<file path="config.mk">
export PLATFORM = sky130hd
export DESIGN_NAME = position_manager
export DESIGN_NICKNAME = d
export VERILOG_FILES = /design/src/rtl/ema_pkg.sv /design/src/rtl/pnl_accum.sv /design/src/rtl/position_manager.sv
export SDC_FILE = /design/constraint.sdc
export NUM_CORES = 1
export LEC_CHECK = 0
export ABC_CLOCK_PERIOD_IN_PS = 7400
export BUFFER_PORTS_ARGS = -buffer_cell sky130_fd_sc_hd__buf_4
export CAP_MARGIN = 25
export CORE_AREA = 10 10 214 135
export DETAILED_ROUTE_END_ITERATION = 16
export DIE_AREA = 0 0 224 145
export PLACE_DENSITY = 0.68
export SYNTH_ARGS = -nofsm -noshare
export SYNTH_HDL_FRONTEND = slang
export SYNTH_HIERARCHICAL = 1
export SYNTH_SLANG_ARGS = --single-unit
</file>
<file path="constraint.sdc">
create_clock -name clk -period 7.4 [get_ports clk]
set_clock_uncertainty 0.1 [all_clocks]
set_input_delay 1.11 -clock clk [delete_from_list [all_inputs] [get_ports clk]]
set_output_delay 1.11 -clock clk [all_outputs]
set_load 0.005 [all_outputs]
</file>
<file path="src/rtl/ema_pkg.sv">
// Shared encodings and fixed-point widths for the EMA trading pipeline.
package ema_pkg;

  localparam int unsigned QW    = 32;  // Q16.16 price width
  localparam int unsigned QFrac = 16;
  localparam int unsigned DiffW = QW + 1;
  localparam int unsigned ProdW = 41;

  typedef enum logic [1:0] {
    SigHold = 2'b00,
    SigBuy  = 2'b01,
    SigRsvd = 2'b10,
    SigSell = 2'b11
  } sig_e;

  typedef enum logic [1:0] {
    PosFlat  = 2'b00,
    PosLong  = 2'b01,
    PosShort = 2'b11
  } pos_e;

endpackage

</file>
<file path="src/rtl/pnl_accum.sv">
// Signed accumulator that clamps at the W-bit extremes instead of wrapping.
module pnl_accum #(
  parameter int unsigned W  = 48,
  parameter int unsigned AW = 41
) (
  input  logic                 clk,
  input  logic                 rst,
  input  logic                 en_i,
  input  logic signed [AW-1:0] addend_i,
  output logic signed [W-1:0]  acc_o
);

  // One spare bit above the wider operand keeps the raw sum exact.
  localparam int unsigned SW = ((W > AW) ? W : AW) + 1;
  localparam logic signed [SW-1:0] MaxV = (SW'(1) << (W - 1)) - SW'(1);
  localparam logic signed [SW-1:0] MinV = ~MaxV;

  logic signed [W-1:0]  acc_q, acc_d;
  logic signed [SW-1:0] sum;

  always_comb begin
    sum   = {{(SW - W){acc_q[W-1]}}, acc_q} + {{(SW - AW){addend_i[AW-1]}}, addend_i};
    acc_d = acc_q;
    if (en_i) begin
      if (sum > MaxV) begin
        acc_d = MaxV[W-1:0];
      end else if (sum < MinV) begin
        acc_d = MinV[W-1:0];
      end else begin
        acc_d = sum[W-1:0];
      end
    end
  end

  always_ff @(posedge clk or negedge rst) begin
    if (!rst) begin
      acc_q <= '0;
    end else begin
      acc_q <= acc_d;
    end
  end

  assign acc_o = acc_q;

endmodule

</file>
<file path="src/rtl/position_manager.sv">
// Turns BUY/SELL signals into single-slot orders, tracks the open position and realized PnL.
module position_manager
  import ema_pkg::*;
#(
  parameter int unsigned LOT   = 1,
  parameter int unsigned PNL_W = 48
) (
  input  logic             clk,
  input  logic             rst,
  input  logic             in_valid,
  input  logic [1:0]       in_signal,
  input  logic [QW-1:0]    in_price,
  output logic             order_valid,
  input  logic             order_ready,
  output logic             order_side,
  output logic [8:0]       order_qty,
  output logic [QW-1:0]    order_price,
  output logic [1:0]       pos_state,
  output logic [QW-1:0]    entry_price,
  output logic [PNL_W-1:0] pnl,
  output logic [15:0]      drop_cnt
);

  localparam logic [7:0] LotV    = 8'(LOT);
  localparam logic [8:0] QtyOpen = 9'(LOT);
  localparam logic [8:0] QtyRev  = 9'(2 * LOT);

  logic            valid_q, valid_d;
  logic            side_q, side_d;
  logic [8:0]      qty_q, qty_d;
  logic [QW-1:0]   price_q, price_d;
  pos_e            pos_q, pos_d;
  logic [QW-1:0]   entry_q, entry_d;
  logic [15:0]     drop_q, drop_d;

  logic                    actionable, slot_free, accept, reversal;
  logic signed [DiffW-1:0] diff;
  logic signed [ProdW:0]   prod_full;
  logic signed [ProdW-1:0] prod;
  logic signed [PNL_W-1:0] pnl_acc;

  always_comb begin
    actionable = in_valid && (((in_signal == SigBuy) && (pos_q != PosLong)) ||
                              ((in_signal == SigSell) && (pos_q != PosShort)));
    slot_free  = !valid_q || order_ready;
    accept     = actionable && slot_free;
    reversal   = accept && (pos_q != PosFlat);

    valid_d = valid_q;
    side_d  = side_q;
    qty_d   = qty_q;
    price_d = price_q;
    pos_d   = pos_q;
    entry_d = entry_q;
    drop_d  = drop_q;

    if (accept) begin
      valid_d = 1'b1;
      side_d  = (in_signal == SigSell);
      qty_d   = (pos_q == PosFlat) ? QtyOpen : QtyRev;
      price_d = in_price;
      pos_d   = (in_signal == SigSell) ? PosShort : PosLong;
      entry_d = in_price;
    end else if (order_ready) begin
      valid_d = 1'b0;
    end

    if (actionable && !slot_free && (drop_q != 16'hFFFF)) begin
      drop_d = drop_q + 16'd1;
    end
  end

  // Closing a LONG profits when price rose; closing a SHORT profits when it fell.
  always_comb begin
    if (pos_q == PosLong) begin
      diff = $signed({1'b0, in_price}) - $signed({1'b0, entry_q});
    end else begin
      diff = $signed({1'b0, entry_q}) - $signed({1'b0, in_price});
    end
    prod_full = $signed({{(ProdW + 1 - DiffW){diff[DiffW-1]}}, diff}) *
                $signed({{(ProdW + 1 - 8){1'b0}}, LotV});
    prod      = prod_full[ProdW-1:0];
  end

  always_ff @(posedge clk or negedge rst) begin
    if (!rst) begin
      valid_q <= 1'b0;
      side_q  <= 1'b0;
      qty_q   <= '0;
      price_q <= '0;
      pos_q   <= PosFlat;
      entry_q <= '0;
      drop_q  <= '0;
    end else begin
      valid_q <= valid_d;
      side_q  <= side_d;
      qty_q   <= qty_d;
      price_q <= price_d;
      pos_q   <= pos_d;
      entry_q <= entry_d;
      drop_q  <= drop_d;
    end
  end

  pnl_accum #(
    .W  (PNL_W),
    .AW (ProdW)
  ) u_pnl_accum (
    .clk      (clk),
    .rst      (rst),
    .en_i     (reversal),
    .addend_i (prod),
    .acc_o    (pnl_acc)
  );

  assign order_valid = valid_q;
  assign order_side  = side_q;
  assign order_qty   = qty_q;
  assign order_price = price_q;
  assign pos_state   = pos_q;
  assign entry_price = entry_q;
  assign pnl         = pnl_acc;
  assign drop_cnt    = drop_q;

endmodule

</file>
==> flow_summary.toml <==
[cells_and_area]
drive_above_1_share_pct = 19.3
layout_commonest_cell = "buf_4"
final_nets = 1639
stdcell_count = 1819
final_cell_mix = "181 x buf_4, 160 x a21oi_1, 136 x inv_1"
final_util_pct = 50.3
areaGrowthSynthToFinish_pct = 13.4
n_antenna_cell = 0

[worst_setup_path]
reg2reg_slack_ns = 1.49
worstPathMaxFanout = 16
cp.arrival_ns = 6.45
cp-start-kind = "primary input"
slowest_delay_ns = 0.73
crit_slowest_cell = "a2111oi_0"
worstSetupPathType = "in -> reg"
crit_chain = "buf_4 -> inv_1 -> ha_1 -> a21oi_1 -> o21ai_0 -> o211ai_1 -> o21ai_0 -> a21oi_1 -> o21ai_1 -> a41oi_1 -> buf_4 -> ha_1 -> a21o_1 -> a21o_1 -> a21oi_1 -> o21ai_1 -> a2111oi_0 -> a32oi_4 -> o21ai_4 -> buf_4 -> o22ai_2"
required_ns = 7.55
end_kind = "flop"

[routing]
drt-initial-drc-count = 1078
final_antenna_net_count = 0
wire_per_inst_um = 18.8
dr.pass1.iters = 6
drcViolationCount = 0
vias = 10400
drt_wl_total_um = 34200
avgViaCountPerCell = 5.70

[yosys]
synth_edf_count = 0
synth_warnings = 6
yosysUniqueCellTypes = 85
synth_top_flop_cell = "dfrtp_1"
synthArstFlopShare_pct = 100
synthesis.area_um2 = 11100
synth_cells = 1393
synth-seq-cells = 101
avgSynthCellArea_um2 = 7.94
seq_area_frac_synth_pct = 22.8

[floorplan]
initial_utilization_pct = 44.3
core_region_area_um2 = 24900
rows = 45
dieArea_um2 = 32500
fp.dieH_um = 145
die_w_um = 224
io_pins = 179

[sta]
finalSetupViolCount = 0
finalHoldViolCount = 0
tns_ns = 0
fin_crit_sh_pct = 85.2
maxSlewHeadroom_pct = 47.9
fin_crit_ns = 6.30
worst_slew_pin_slew_ns = 0.762
rsz0062_at_grt = "no"
slew_viol_final = 0
max_freq_mhz = 159

[clock_network]
cts_resized = 0
clock_latency_ns = 0.38
holdBufCountCts = 0
cts_buffer_depth = 2
cts_num_sinks = 101
clk_pin_slew_ns = 0.08
clockRootBuffer = "clkbuf_16"
postCtsSetupBuffers = 0
cts_tree = "built"
cts-buffers-inserted = 9
ctsHtreeMaxLevel = 3

[place]
routabilityCongestion = 0.950
dp.cells = 1802
dpl.hpwl_um = 26900
port_buffers = 171

[global_route]
grt_max_degree = 71
track_usage_pct = 20.5
antenna_found_initial = 0
grt_pass1_vias = 9804
grt_overflow = 0
grt_pass1_wl_um = 55100

[hold_path]
min_path_type = "reg -> reg"

[flow_run]
drv_cap = 0

[outcome]
outcome = "finished, final reports clean"
[kinds of logic after synthesis]
| kind of cell | share of synthesized area [%] |
|---|---|
| muxes | 1.32 |
| adders and majority gates | 13.3 |
| buffers and inverters | 10.7 |
| DFF | 22.8 |
| AOI/OAI and AO/OA | 30.3 |
| and+or+nand+nor | 14.4 |
| other | 0.0339 |
| xor gates and xnor gates | 7.14 |
[worst max-delay path, delay by kind of cell]
family,cells,cell delay [ns]
fa+ha+maj,2,0.77
compound gates,15,3.83
buf+inv,4,0.73
[state kept, by name, indices dropped and copies added (netlist names)]
signal             flops
order_valid            1
order_side             1
pos_state              1
order_qty              2
drop_cnt              16
u_pnl_accum/acc_o     48
entry_price           32
[metal layers]
| layer | GRT usage [%] | share of wire (%) |
|---|---|---|
| met3 | 5.00 | 9.0 |
| met4 | 3.18 | 0.75 |
| met1 | 31.5 | 50 |
| met5 | 0 | 0 |
| met2 | 28.1 | 40 |
[stage by stage]
stage          hold WS [ns]  cell area (µm²)  setup slack [ns]
5_1_grt               0.422            12500             0.547
6_report              0.386            12500              1.10
3_5_place_dp          0.375            12200             0.740
4_1_cts               0.390            12500              1.13
3_3_place_gp          0.381            12200             0.889
2_1_floorplan         0.377            11100              1.41
[final timing paths]
kind / end / startpoint / depth (start not counted)
setup reg to reg: u_pnl_accum/acc_o[5] / entry_price[0] / 21
min in group asynchronous: entry_price[24] / rst / 1
hold / removal: drop_cnt[9] / drop_cnt[9] / 1
max in group asynchronous: pos_state[0] / rst / 3
hold reg to reg: drop_cnt[9] / drop_cnt[9] / 1
setup / recovery: u_pnl_accum/acc_o[5] / in_price[7] / 21
[cells in the mapped netlist, drive strengths merged, types with 8 or more instances]
library cell,n,share of area [%]
nor2b,12,0.68
xnor2,58,4.8
o22ai,51,4.5
a31oi,10,0.57
nor3,14,0.63
clkbuf,34,1.2
o21a,10,0.68
o21bai,13,0.88
mux2i,12,1.1
o21ai,124,5.7
ha,113,13
and3,10,0.66
o211ai,8,0.54
nand3,22,1.0
nor2,77,2.7
and2,12,0.70
a211oi,17,1.2
nand2,122,4.2
a21oi,184,9.1
nand4,22,1.3
nand2b,12,0.68
a21o,38,2.6
buf,74,4.9
inv,137,4.6
xor2,30,2.4
dfrtp,101,23
[area by class of cell]
| class | instances | area [µm²] |
|---|---|---|
| fill | 2440 | 12400 |
| multi-input combinational | 1053 | 7400 |
| sequential | 101 | 2530 |
| timing repair buffer | 183 | 1410 |
| inverter | 137 | 514 |
| tap | 329 | 412 |
| clock buffer | 10 | 229 |
| clock inverter | 6 | 53.8 |
Power is left out: the tool's default activity adds up to more than one toggle a clock period on the data nets, which glitch-free logic cannot reach.
